$ cat src/rtl/cpu_pkg.sv
`default_nettype none
// ============================================================================
// Module   : cpu_pkg
// Desc     : Shared widths, opcode map and fetch FSM encoding for the
//            8-bit accumulator CPU.
// Revision : 1.0 - initial release
// ============================================================================
package cpu_pkg;

    localparam int c_IW = 14;
    localparam int c_AW = 10;

    localparam logic [3:0] c_OP_NOP   = 4'b0000;
    localparam logic [3:0] c_OP_MVB   = 4'b0001;
    localparam logic [3:0] c_OP_LOAD  = 4'b0010;
    localparam logic [3:0] c_OP_STORE = 4'b0011;
    localparam logic [3:0] c_OP_XCHG  = 4'b0100;
    localparam logic [3:0] c_OP_JMP   = 4'b0101;
    localparam logic [3:0] c_OP_JZ    = 4'b0110;
    localparam logic [3:0] c_OP_JC    = 4'b0111;
    localparam logic [3:0] c_OP_JNZ   = 4'b1000;
    localparam logic [3:0] c_OP_JNC   = 4'b1001;
    localparam logic [3:0] c_OP_MVA   = 4'b1010;
    localparam logic [3:0] c_OP_AND   = 4'b1011;
    localparam logic [3:0] c_OP_OR    = 4'b1100;
    localparam logic [3:0] c_OP_NOT   = 4'b1101;
    localparam logic [3:0] c_OP_ADD   = 4'b1110;
    localparam logic [3:0] c_OP_SUB   = 4'b1111;

    localparam int                c_FS_W     = 2;
    localparam logic [c_FS_W-1:0] c_FS_BOOT  = 2'd0;
    localparam logic [c_FS_W-1:0] c_FS_RUN   = 2'd1;
    localparam logic [c_FS_W-1:0] c_FS_FLUSH = 2'd2;

endpackage
`default_nettype wire

$ cat src/rtl/ifetch_fifo.sv
`default_nettype none
// ============================================================================
// Module   : ifetch_fifo
// Desc     : DEPTH-entry synchronous FIFO holding {pc, word} pairs.
// Revision : 1.0 - initial release
// ============================================================================
module ifetch_fifo #(
    parameter int DEPTH = 2,
    parameter int W     = 24
) (
    input  logic                   clk,
    input  logic                   rst,
    input  logic                   push,
    input  logic                   pop,
    input  logic                   clear,
    input  logic [W-1:0]           din,
    output logic [W-1:0]           dout,
    output logic                   full,
    output logic                   empty,
    output logic [$clog2(DEPTH):0] count
);
    localparam int c_PW = $clog2(DEPTH);

    logic [W-1:0]    r_mem [DEPTH];
    logic [c_PW-1:0] r_wptr;
    logic [c_PW-1:0] r_rptr;
    logic [c_PW:0]   r_count;
    logic            w_do_push;
    logic            w_do_pop;

    // A push into a full FIFO is accepted only when the head leaves in the same cycle
    assign w_do_push = push && (!full || pop);
    assign w_do_pop  = pop && !empty;

    always_ff @(posedge clk) begin
        if (!rst || clear) begin
            r_wptr  <= '0;
            r_rptr  <= '0;
            r_count <= '0;
        end else begin
            if (w_do_push) r_wptr <= r_wptr + c_PW'(1);
            if (w_do_pop)  r_rptr <= r_rptr + c_PW'(1);
            case ({w_do_push, w_do_pop})
                2'b10:   r_count <= r_count + (c_PW+1)'(1);
                2'b01:   r_count <= r_count - (c_PW+1)'(1);
                default: r_count <= r_count;
            endcase
        end
    end

    always_ff @(posedge clk) begin
        if (w_do_push && !clear) r_mem[r_wptr] <= din;
    end

    assign dout  = r_mem[r_rptr];
    assign count = r_count;
    assign full  = (r_count == (c_PW+1)'(DEPTH));
    assign empty = (r_count == '0);

endmodule
`default_nettype wire

$ cat src/rtl/ifetch_prefetch.sv
`default_nettype none
// ============================================================================
// Module   : ifetch_prefetch
// Desc     : Instruction fetch stage: PC, ROM read issue, prefetch FIFO and
//            redirect/flush handling feeding the execute stage.
// Revision : 1.0 - initial release
// ============================================================================
module ifetch_prefetch
    import cpu_pkg::*;
#(
    parameter int IW    = c_IW,
    parameter int AW    = c_AW,
    parameter int DEPTH = 2
) (
    input  logic          clk,
    input  logic          rst,
    output logic          imem_en,
    output logic [AW-1:0] imem_addr,
    input  logic [IW-1:0] imem_data,
    output logic          ir_valid,
    output logic [IW-1:0] ir_data,
    output logic [AW-1:0] ir_pc,
    input  logic          ir_ready,
    input  logic          redirect,
    input  logic [AW-1:0] redirect_addr
);
    localparam int c_CW = $clog2(DEPTH) + 1;

    logic [c_FS_W-1:0] r_state;
    logic [c_FS_W-1:0] w_state_nxt;
    logic [AW-1:0]     r_pc;
    logic [AW-1:0]     r_infl_pc;
    logic              r_epoch;
    logic              r_inflight;
    logic              r_infl_epoch;
    logic              w_issue;
    logic              w_push;
    logic              w_pop;
    logic              w_full;
    logic              w_empty;
    logic [c_CW-1:0]   w_count;
    logic [c_CW:0]     w_load;
    logic [AW+IW-1:0]  w_head;

    assign w_pop  = ir_valid && ir_ready;
    assign w_push = r_inflight && (r_infl_epoch == r_epoch);

    // A word leaving this cycle frees its slot, which keeps a 1/cycle stream going
    assign w_load = {1'b0, w_count} + {{c_CW{1'b0}}, r_inflight} - {{c_CW{1'b0}}, w_pop};

    always_ff @(posedge clk) begin
        if (!rst) r_state <= c_FS_BOOT;
        else      r_state <= w_state_nxt;
    end

    always_comb begin
        w_state_nxt = r_state;
        w_issue     = 1'b0;
        case (r_state)
            c_FS_BOOT:  w_state_nxt = c_FS_RUN;
            c_FS_RUN:   w_issue     = (w_load < (c_CW+1)'(DEPTH));
            c_FS_FLUSH: w_state_nxt = c_FS_RUN;
            default:    w_state_nxt = c_FS_BOOT;
        endcase
        if (redirect) begin
            w_state_nxt = c_FS_FLUSH;
            w_issue     = 1'b0;
        end
    end

    always_ff @(posedge clk) begin
        if (!rst) begin
            r_pc         <= '0;
            r_epoch      <= 1'b0;
            r_inflight   <= 1'b0;
            r_infl_epoch <= 1'b0;
            r_infl_pc    <= '0;
        end else begin
            r_inflight   <= w_issue;
            r_infl_epoch <= r_epoch;
            if (w_issue) r_infl_pc <= r_pc;
            if (redirect) begin
                r_pc    <= redirect_addr;
                r_epoch <= ~r_epoch;
            end else if (w_issue) begin
                r_pc <= r_pc + AW'(1);
            end
        end
    end

    ifetch_fifo #(
        .DEPTH (DEPTH),
        .W     (AW + IW)
    ) u_fifo (
        .clk   (clk),
        .rst   (rst),
        .push  (w_push),
        .pop   (w_pop),
        .clear (redirect),
        .din   ({r_infl_pc, imem_data}),
        .dout  (w_head),
        .full  (w_full),
        .empty (w_empty),
        .count (w_count)
    );

    assign imem_en   = w_issue;
    assign imem_addr = r_pc;
    assign ir_valid  = !w_empty;
    assign ir_pc     = w_empty ? '0 : w_head[AW+IW-1:IW];
    assign ir_data   = w_empty ? '0 : w_head[IW-1:0];

    a_no_overflow: assert property (@(posedge clk) disable iff (!rst)
        (w_push && !redirect) |-> (!w_full || w_pop));

endmodule
`default_nettype wire

$ cat config.mk
export PLATFORM = sky130hd
export DESIGN_NAME = ifetch_prefetch
export DESIGN_NICKNAME = d
export VERILOG_FILES = /design/src/rtl/cpu_pkg.sv /design/src/rtl/ifetch_fifo.sv /design/src/rtl/ifetch_prefetch.sv
export SDC_FILE = /design/constraint.sdc
export NUM_CORES = 1
export LEC_CHECK = 0
export ABC_CLOCK_PERIOD_IN_PS = 5210
export BUFFER_PORTS_ARGS = -buffer_cell sky130_fd_sc_hd__buf_2
export CORE_UTILIZATION = 50
export CTS_CLUSTER_SIZE = 20
export DETAILED_ROUTE_END_ITERATION = 10
export PLACE_DENSITY = 0.7
export SLEW_MARGIN = 20
export SYNTH_ARGS = -nofsm -noshare
export SYNTH_HDL_FRONTEND = slang
export SYNTH_SLANG_ARGS = --single-unit
$ cat constraint.sdc
create_clock -name clk -period 5.21 [get_ports clk]
set_input_delay 1.3025 -clock clk [delete_from_list [all_inputs] [get_ports clk]]
set_output_delay 1.3025 -clock clk [all_outputs]
set_load 0.02 [all_outputs]
## Word-level counts from Yosys, hierarchy flattened

Memory sizes are Yosys's and may differ from the RTL's. A register that Yosys moved wholly into a read port is not among the register bits.
Cells that the tools add are included.
Widths: inputs -> output; s select.

- Add/subtract/negate cells: 7
- Order comparisons: 1
- Equality and inequality tests: 7
- Multiplexer cells: 13
- Bitwise operators: 2
- Reduce and logical (&&, ||, !) cells: 17

Operators with widths:

| operator | count |
|---|---|
| $mux 10 | 3 |
| $mux 14 | 1 |
| $add 10x1->10 const B | 1 |
| $pmux 2 s2 | 2 |
| $eq 2x2->1 const B | 3 |
| $mux 1 | 6 |
| $logic_and 1x1->1 | 5 |
| $eq 2x1->1 const B | 2 |
| $logic_not 1->1 | 4 |
| $logic_not 2->1 | 2 |
| $reduce_bool 2->1 | 2 |
| $reduce_or 2->1 | 2 |
| $add 2x1->3 | 1 |
| $lt 3x2->1 const B | 1 |
| $sub 3x1->3 | 1 |
| $add 1x1->1 const B | 2 |
| $add 2x1->2 const B | 1 |
| $logic_or 1x1->1 | 2 |
| $mux 2 | 1 |
| $ne 2x2->1 const B | 1 |
| $not 1->1 | 2 |
| $sub 2x1->2 const B | 1 |
| $eq 1x1->1 | 1 |

- Flip-flop bits (word level): 29
- Memory bits (writable): 48
- Output and inout port bits: 36
- Logic and storage cells: 58
- Memories: 1

Memory list:

| name | words | width | rd ports | clocked after Yosys merged registers in | write ports | line | source |
|---|---|---|---|---|---|---|---|
| u_fifo.r_mem | 2 | 24 | 1 | 1 | 1 | ifetch_fifo.sv:24 | `logic [W-1:0] r_mem [DEPTH];` |

## Depth between registers and ports, before layout

Gate-level depths: netlist (run 1).

- Depth in word-level cells: 9
- Gate-level depth with buffers: 10
- Depth with buffers taken out: 9

## Hierarchy

A second synthesis (run 1) with hierarchy kept.

- Cell total of the unflattened synthesis: 245
- Area, all modules: 3304.4 um^2

By module, submodules not included:

| module | times used | cells each | area each (um^2) | seq. area each (um^2) |
|---|---|---|---|---|
| ifetch_fifo | 1 | 102 | 1961.9 | 1541.5 |
| ifetch_prefetch | 1 | 143 | 1342.5 | 500.5 |

## Worst setup path after synthesis (run 1)

No wires, ideal clock.

- Path type: input to output
- From: input ir_ready
- To: output imem_en
- Arrival: 3.115 ns
- Data required time: 3.908 ns
- Setup slack: 0.793 ns
- Cell stages on the path: 7
- Buffers on the path: 1
- Cells stage by stage: nor2b_1 ha_1 nand2b_1 fa_1 nand3b_4 nor3_1 buf_4

- Cells in the longest elaborated chain, start to end: 5

Ends and longest elaborated chain:

| item | line | source |
|---|---|---|
| from (decl) | ifetch_prefetch.sv:23 | `input logic ir_ready,` |
| $logic_and 1x1->1 | ifetch_prefetch.sv:45 | `assign w_pop = ir_valid && ir_ready;` |
| $sub 3x1->3 | ifetch_prefetch.sv:49 | `assign w_load = {1'b0, w_count} + {{c_CW{1'b0}}, r_inflight} - {{c_CW{1'b0}}, w_pop};` |
| $lt 3x2->1 | ifetch_prefetch.sv:61 | `c_FS_RUN: w_issue = (w_load < (c_CW+1)'(DEPTH));` |
| $mux 1 | ifetch_prefetch.sv:59 | `case (r_state)` |
| $mux 1 | ifetch_prefetch.sv:65 | `if (redirect) begin` |
| to (decl) | ifetch_prefetch.sv:17 | `output logic imem_en,` |

Every way passes these cells.

## Worst setup path after layout (run 1)

Ends and elaborated chain as after synthesis.

==> results.cfg, run 1 <==
[outcome]
status = finished clean

[synth]
synth_edf_count = 48
synthesis.nets = 278
synthTopCellsByArea = edfxtp_1, dfxtp_1, mux2i_1
synth_warnings = 0
postSynth.asyncResetShare_pct = 0
synth.avg_cell_area_um2 = 12.9
netlist_area_um2 = 3170
yosysMostFrequentCell = edfxtp_1
synthCells = 246
synth-main-ff-cell = edfxtp_1
ys_types = 32
synth_largest_area_cell = edfxtp_1
ys_ff_latch = 78
ys_top_cells_by_count = edfxtp_1, mux2i_1, nor2_1
synth-seq-area-share_pct = 64.4
synth_top_cell_area_share_pct = 45.4

[cts]
hold_buffers = 0
root_buffer = clkbuf_8
tritoncts = done
h-tree-depth = 3
cts_setup_buffers = 0
cts_resized = 0
cts.sinks = 78
clock_latency_ns = 0.34
path_clk_slew_ns = 0.07
numCtsBuffers = 9
clk_path_buf_depth = 2

[sta]
skew_ns = 0.00820
tns_ns = 0
hold_violations = 0
period_minus_slack_ns = 4.50
worst_slew_pin_slew_ns = 0.495
slew_headroom_pct = 66.9
max_freq_ghz = 0.222
slew_violations = 0
setup_violations = 0
grt_setup_unrepaired = no
period_share_pct = 86.5

[worst_setup_path]
crit_fanout = 10
required_ns = 3.91
start_kind = input pin
ff2ff_path_depth = 9
crit_path_end_kind = output port
path_class = input pin to output port
crit_arrival_ns = 3.20

[drt]
drc = 0
firstDrtPassIters = 6
antenna_left = 0
wl_per_cell_um = 14.0
via_count = 2014
wl_met2_um = 2640
routed-wl-met3_um = 299
met1_length_um = 2510
wl_um = 5530
top_layer_used = met4
avgViaCountPerCell = 5.11
drt-initial-drc-count = 59

[cells_and_area]
final_util_pct = 63.4
fillers = 487
drive_gt1_share_pct = 28.2
layout.nets = 346
n_antenna_cell = 0
stdcell_area_um2 = 3820
final_cell_count_no_fill = 394
area_growth_pct = 20.4

[floorplan]
die-area_um2 = 6670
fp.dieW_um = 81.6
initial_utilization_pct = 52.6
fp.dieH_um = 81.6
core_area_um2 = 6030
rows = 28
io_pins = 64

[grt]
grt.total_usage_pct = 18.1
grt_overflow = 0
antenna_found_initial = 0
grt_first_pass_wirelength_um = 8880
grt_max_degree = 26
grt_pass1_vias = 1936

[hold_path]
hold_depth = 1
worstHoldPathType = flop to flop

[power]
p_leak_nw = 1.38
p_per_area_nw_per_um2 = 331
ir_drop_mv = 0.186

[placement]
io_buffers = 63
place_area_um2 = 3590
gp_congestion = 0.820
dpl.hpwl_um = 3690
dp.cells = 378

[run]
cap_violations = 0
## cells by family after synthesis
| group | Yosys count | share of synthesized area (%) |
|---|---|---|
| DFF | 78 | 64.4 |
| and+or+nand+nor | 75 | 12.1 |
| adders and majority gates | 4 | 1.81 |
| xor gates and xnor gates | 13 | 3.83 |
| muxes | 37 | 11.7 |
| AOI/OAI and AO/OA | 23 | 4.10 |
| buffers and inverters | 16 | 2.09 |
## worst max-delay path, cell delays in order
cell and delay, ns:
buf_2 0.10, nor2b_1 0.26, ha_1 0.27, nand2b_1 0.15, fa_1 0.54, nand3b_4 0.15, nor3_2 0.23, buf_2 0.20
## layout make-up
class	count	area (µm²)	area share (%)
flip-flops and latches	78	2040	53.5
clock buffers	12	135	3.54
clock inverters	4	95.1	2.49
inverters	5	18.8	0.491
multi-input cells	152	1080	28.3
well taps	75	93.8	2.46
repair buffers	68	353	9.24
## state kept, by name, summed over array words and instances (netlist names), named ones only
signal         count
imem_addr         10
r_infl_pc         10
r_state            2
u_fifo.count       2
r_infl_epoch       1
r_epoch            1
u_fifo.r_wptr      1
u_fifo.r_rptr      1
r_inflight         1
u_fifo.r_mem      48
## final timing paths
path                                      start           end  slack, ns
worst min-delay path                 r_state[1]    r_state[0]       0.46
worst max register to register  u_fifo.count[1]  imem_addr[8]       2.22
worst max-delay path                   ir_ready       imem_en       0.71
worst min register to register       r_state[1]    r_state[0]       0.46
## layout by cell type (no fill, tap or decap), types with 4 or more instances in the layout
cell type	count
dfxtp_1	30
inv_1	5
mux2i_1	36
buf_4	5
nand3_1	4
edfxtp_1	48
nor4_1	5
a21oi_1	9
nor2_1	31
xnor2_1	8
clkbuf_8	9
nand2_1	4
buf_2	63
nor2b_1	12
xor2_1	4
o21ai_0	11
## per-stage QoR
stage	hold slack (ns)	power (mW)	worst slack [ns]
2_1_floorplan	0.409	0.729	0.793
3_3_place_gp	0.426	0.755	0.763
3_5_place_dp	0.449	0.758	0.702
4_1_cts	0.463	1.27	0.702
5_1_grt	0.471	1.31	0.612
6_report	0.461	1.26	0.705
## metal layers
metal | vias up | global-route usage [%]
met1 | 935 | 22.5
met2 | 59 | 29.2
met5 | - | 0
met4 | 0 | 8.42
li1 | 1012 | -
met3 | 8 | 5.33
## power by group
group	internal (mW)	leakage, nW	switching (mW)
Sequential	0.664	0.653	0.0137
Clock	0.318	0.115	0.203
Combinational	0.0291	0.617	0.0371
(Power assumes the default switching activity.)
==> run 2: changes to the inputs <==
- CELL_PAD_IN_SITES_DETAIL_PLACEMENT: default -> 0
- CELL_PAD_IN_SITES_GLOBAL_PLACEMENT: default -> 1
- CORE_UTILIZATION: 50 -> 47
- PLACE_DENSITY: 0.7 -> 0.8
- SLEW_MARGIN: 20 -> default
==> run 2 against run 1 <==
Sequential power barely moved. Register-to-register slack better by 0.02 ns. Clock skew is 0.0025 ns higher. Wire length shrank 0.80%. Worst hold slack got worse by 0.015 ns. Largest power group unchanged. Via count hardly changed. First-iteration DRC count rose by 88%. Design area is 1.0% lower. The flow now finishes with violations (design-rule violations). Clock-buffer cell count shrank 3. Global-route usage decreased by 1.3 points. Clock power fell by 17%.
==> results.cfg, run 2 (synthesized netlist as in run 1, its figures left out) <==
[worst_setup_path]
crit_fanout = 10
crit_arrival_ns = 3.23
start_kind = input pin
path_class = input pin to output port
required_ns = 3.91
crit_path_end_kind = output port

[grt]
grt_max_degree = 26
grt_overflow = 0
grt_pass1_vias = 1917
antenna_found_initial = 0
grt.total_usage_pct = 16.9
grt_first_pass_wirelength_um = 9120

[cts]
h-tree-depth = 3
cts.sinks = 78
cts_setup_buffers = 0
cts_resized = 0
root_buffer = clkbuf_8
hold_buffers = 0
clock_latency_ns = 0.34
numCtsBuffers = 9
tritoncts = done
path_clk_slew_ns = 0.07
clk_path_buf_depth = 2

[cells_and_area]
layout_commonest_cell = buf_2
layout.nets = 346
top_register = u_fifo.r_mem
final_cell_mix = buf_2, edfxtp_1, mux2i_1
drive_gt1_share_pct = 28.8
final_util_pct = 58.9
largest_register_ffs = 48
area_growth_pct = 19.2
final_cell_count_no_fill = 396
n_antenna_cell = 0

[placement]
dpl.hpwl_um = 3600
io_buffers = 63
dp.cells = 380
gp_congestion = 0.718

[drt]
wl_um = 5490
firstDrtPassIters = 8
avgViaCountPerCell = 5.09
routed-wl-met3_um = 298
wl_met2_um = 2520
drt-initial-drc-count = 111
via_count = 2016
wl_per_cell_um = 13.9
antenna_left = 0
met1_length_um = 2590
drc = 14
top_layer_used = met4

[sta]
tns_ns = 0
period_minus_slack_ns = 4.53
period_share_pct = 87.0
grt_setup_unrepaired = no
hold_slack_ns = 0.447
slew_headroom_pct = 66.9
slew_violations = 0
max_freq_ghz = 0.221
setup_violations = 0
hold_violations = 0
worst_slew_pin_slew_ns = 0.495
skew_ns = 0.0107

[floorplan]
fp.dieW_um = 84.2
initial_utilization_pct = 49.4
fp.dieH_um = 84.2
core_area_um2 = 6420
rows = 29
io_pins = 64
die-area_um2 = 7080

[power]
ir_drop_mv = 0.178
p_leak_nw = 1.37
p_per_area_nw_per_um2 = 311

[run]
cap_violations = 0

[outcome]
violations = design-rule violations
status = finished, violations left

[hold_path]
worstHoldPathType = flop to flop
## run 2: changes by cell type in the layout (fill, tap and decap cells not counted)
cell        before  now
clkinv_1         0    1
clkinv_2         1    3
clkinv_4         0    1
clkinvlp_4       0    1
clkbuf_1         3    0
bufinv_16        3    1
## run 2: layout make-up
class | instances | area (µm²)
fillers | 534 | 2640
flip-flops and latches | 78 | 2040
multi-input cells | 152 | 1080
repair buffers | 68 | 353
clock buffers | 9 | 124
well taps | 77 | 96.3
clock inverters | 7 | 65.1
inverters | 5 | 18.8
## run 2: path summary, 6_finish.rpt
path | from | end | slack (ns) | depth (start not counted)
worst max register to register | u_fifo.count[1] | imem_addr[8] | 2.24 | 9
worst max-delay path | ir_ready | imem_en | 0.68 | 8
worst min register to register | r_state[1] | r_state[0] | 0.45 | 1
worst min-delay path | r_state[1] | r_state[0] | 0.45 | 1
## run 2: layer usage
metal  global-route usage (%)  vias to the layer above
met5                        0                        -
met4                     8.93                        0
met3                     3.54                        9
met2                     26.2                       62
met1                     22.4                      934
li1                         -                     1011
## run 2: per-stage QoR
| stage | power (mW) | instance area, µm² | setup slack (ns) |
|---|---|---|---|
| 6_report | 1.17 | 3780 | 0.680 |
| 4_1_cts | 1.19 | 3780 | 0.667 |
| 3_3_place_gp | 0.756 | 3590 | 0.757 |
| 5_1_grt | 1.22 | 3780 | 0.605 |
| 3_5_place_dp | 0.758 | 3590 | 0.672 |
| 2_1_floorplan | 0.729 | 3170 | 0.793 |
## run 2: critical path, cell delays in order
cell and delay, ns:
buf_2 0.10, nor2b_1 0.26, ha_1 0.28, nand2b_1 0.16, fa_1 0.54, nand3b_4 0.15
nor3_2 0.24, buf_2 0.20
## run 2: power breakdown
group	switching, mW	internal (mW)	total, mW
Sequential	0.0134	0.664	0.677
Combinational	0.0371	0.0291	0.0662
Clock	0.213	0.218	0.431
==> run 3: changes to the inputs <==
==> constraint.sdc (replaced) <==
create_clock -name clk -period 5.21 [get_ports clk]
set_input_delay 0.7815 -clock clk [delete_from_list [all_inputs] [get_ports clk]]
set_output_delay 0.7815 -clock clk [all_outputs]
set_load 0.02 [all_outputs]
==> run 3 against run 2 <==
The flow still finishes with violations (design-rule violations). Clock power grew 9.0%. Fmax increased by 22%. Worst setup slack better by 0.81 ns. Design area is 0.40% higher. Clock skew shrank 0.0048 ns. Highest routed layer unchanged. Wire length increased by 0.18%.
==> results.cfg, run 3 (synthesized netlist as in run 1, its figures left out) <==
[worst_setup_path]
endpoint = imem_en
crit_fanout = 11
cpPeakStageDelay_ns = 0.55
reg2reg_to = imem_addr[8]
r2r_setup_slack_ns = 2.22
path_class = flop to output port
crit_path_end_kind = output port
path_cells = nor2_2 > nor2b_1 > ha_1 > nand2b_1 > fa_1 > nand3b_4 > nor3_2 > buf_4 > buf_2
cp_num_buf_inv = 2
worstReg2RegStart = u_fifo.count[1]
start_kind = flop
critical-path-top-delay-family = simple AND/OR/NAND/NOR gates
required_ns = 4.43
crit_path_top_delay_cell = fa_1
startpoint = u_fifo.count[1]
ff2ff_path_depth = 9
cp.depth = 9
crit_arrival_ns = 2.94

[power]
p_per_area_nw_per_um2 = 320
power_mw = 1.21
p_leak_nw = 1.37
ir_drop_mv = 0.154

[cells_and_area]
n_antenna_cell = 0
area_growth_pct = 19.6
top_register = u_fifo.r_mem
final_cell_count_no_fill = 396
layout.nets = 346
drive_gt1_share_pct = 27.9
final_cell_mix = buf_2, edfxtp_1, mux2i_1
largest_register_ffs = 48
layout_commonest_cell = buf_2

[cts]
root_buffer = clkbuf_8
cts_resized = 0
path_clk_slew_ns = 0.08
cts.sinks = 78
numCtsBuffers = 9
tritoncts = done
clk_path_buf_depth = 2
hold_buffers = 0
clock_latency_ns = 0.34
h-tree-depth = 3
cts_setup_buffers = 0

[drt]
drt-initial-drc-count = 93
antenna_left = 0
wl_um = 5500
wl_per_cell_um = 13.9
via_count = 2002
drc = 14
firstDrtPassIters = 8
avgViaCountPerCell = 5.06

[floorplan]
rows = 29
die-area_um2 = 7080
io_pins = 64
initial_utilization_pct = 49.4
fp.dieH_um = 84.2
fp.dieW_um = 84.2
core_area_um2 = 6420

[grt]
grt_first_pass_wirelength_um = 9090
grt_pass1_vias = 1913
grt_overflow = 0
grt.total_usage_pct = 16.7
grt_max_degree = 26
antenna_found_initial = 0

[sta]
worst_slew_pin_slew_ns = 0.488
period_share_pct = 71.4
grt_setup_unrepaired = no
slew_headroom_pct = 67.4
skew_ns = 0.00593
tns_ns = 0
max_freq_ghz = 0.269
period_minus_slack_ns = 3.72
setup_violations = 0
slew_violations = 0
hold_violations = 0

[outcome]
violations = design-rule violations
status = finished, violations left

[placement]
dpl.hpwl_um = 3550
io_buffers = 63
gp_congestion = 0.731
dp.cells = 380

[run]
cap_violations = 0

[hold_path]
worstHoldPathType = flop to flop
[run 3: area by class of cell]
class,count,area [µm²]
Fill cell,565,2630
Sequential cell,78,2040
Multi-Input combinational cell,152,1080
Timing Repair Buffer,68,353
Clock buffer,10,128
Tap cell,77,96.3
Clock inverter,6,76.3
Inverter,5,18.8
[run 3: power by group]
| part | switching, mW | internal (mW) | total (mW) |
|---|---|---|---|
| registers | 0.0135 | 0.664 | 0.677 |
| logic | 0.0368 | 0.0291 | 0.0659 |
| clock network | 0.206 | 0.264 | 0.470 |
[run 3: how the worst min path moves through the flow]
stage               cells after the start                  end  slack (ns)    startpoint
floorplan                               1           r_state[0]        0.41    r_state[1]
global placement                        1           r_state[0]        0.43    r_state[1]
detailed placement                      1           r_state[0]        0.44    r_state[1]
CTS                                     1           r_state[0]        0.45    r_state[1]
global route                            0  u_fifo.r_mem[0][17]        0.48  r_infl_pc[3]
finish                                  1           r_state[0]        0.45    r_state[1]
[run 3: worst register-to-register path: cells and delay by family (launching register included)]
family	cells	cell delay, ns
AND/OR/NAND/NOR	6	1.43
AO/OA/AOI/OAI	1	0.16
flip-flops	1	0.52
adder cells (fa/ha/maj)	2	0.82
[run 3: layer usage]
metal  global-route usage, %  wire (µm)  vias up
met5                       0          0        -
met4                    7.68         95        0
met3                    4.42        262       11
met2                    25.6       2460       53
met1                    22.4       2680      930
li1                        -          -     1008
[run 3: through the flow]
stage | setup WS, ns | utilization [%] | area [µm²] | hold slack (ns)
3_5_place_dp | 1.53 | 55.9 | 3590 | 0.445
4_1_cts | 1.45 | 59.1 | 3790 | 0.447
6_report | 1.49 | 59.1 | 3790 | 0.450
3_3_place_gp | 1.62 | 55.9 | 3590 | 0.426
2_1_floorplan | 1.83 | - | 3170 | 0.409
5_1_grt | 1.34 | 59.1 | 3790 | 0.481
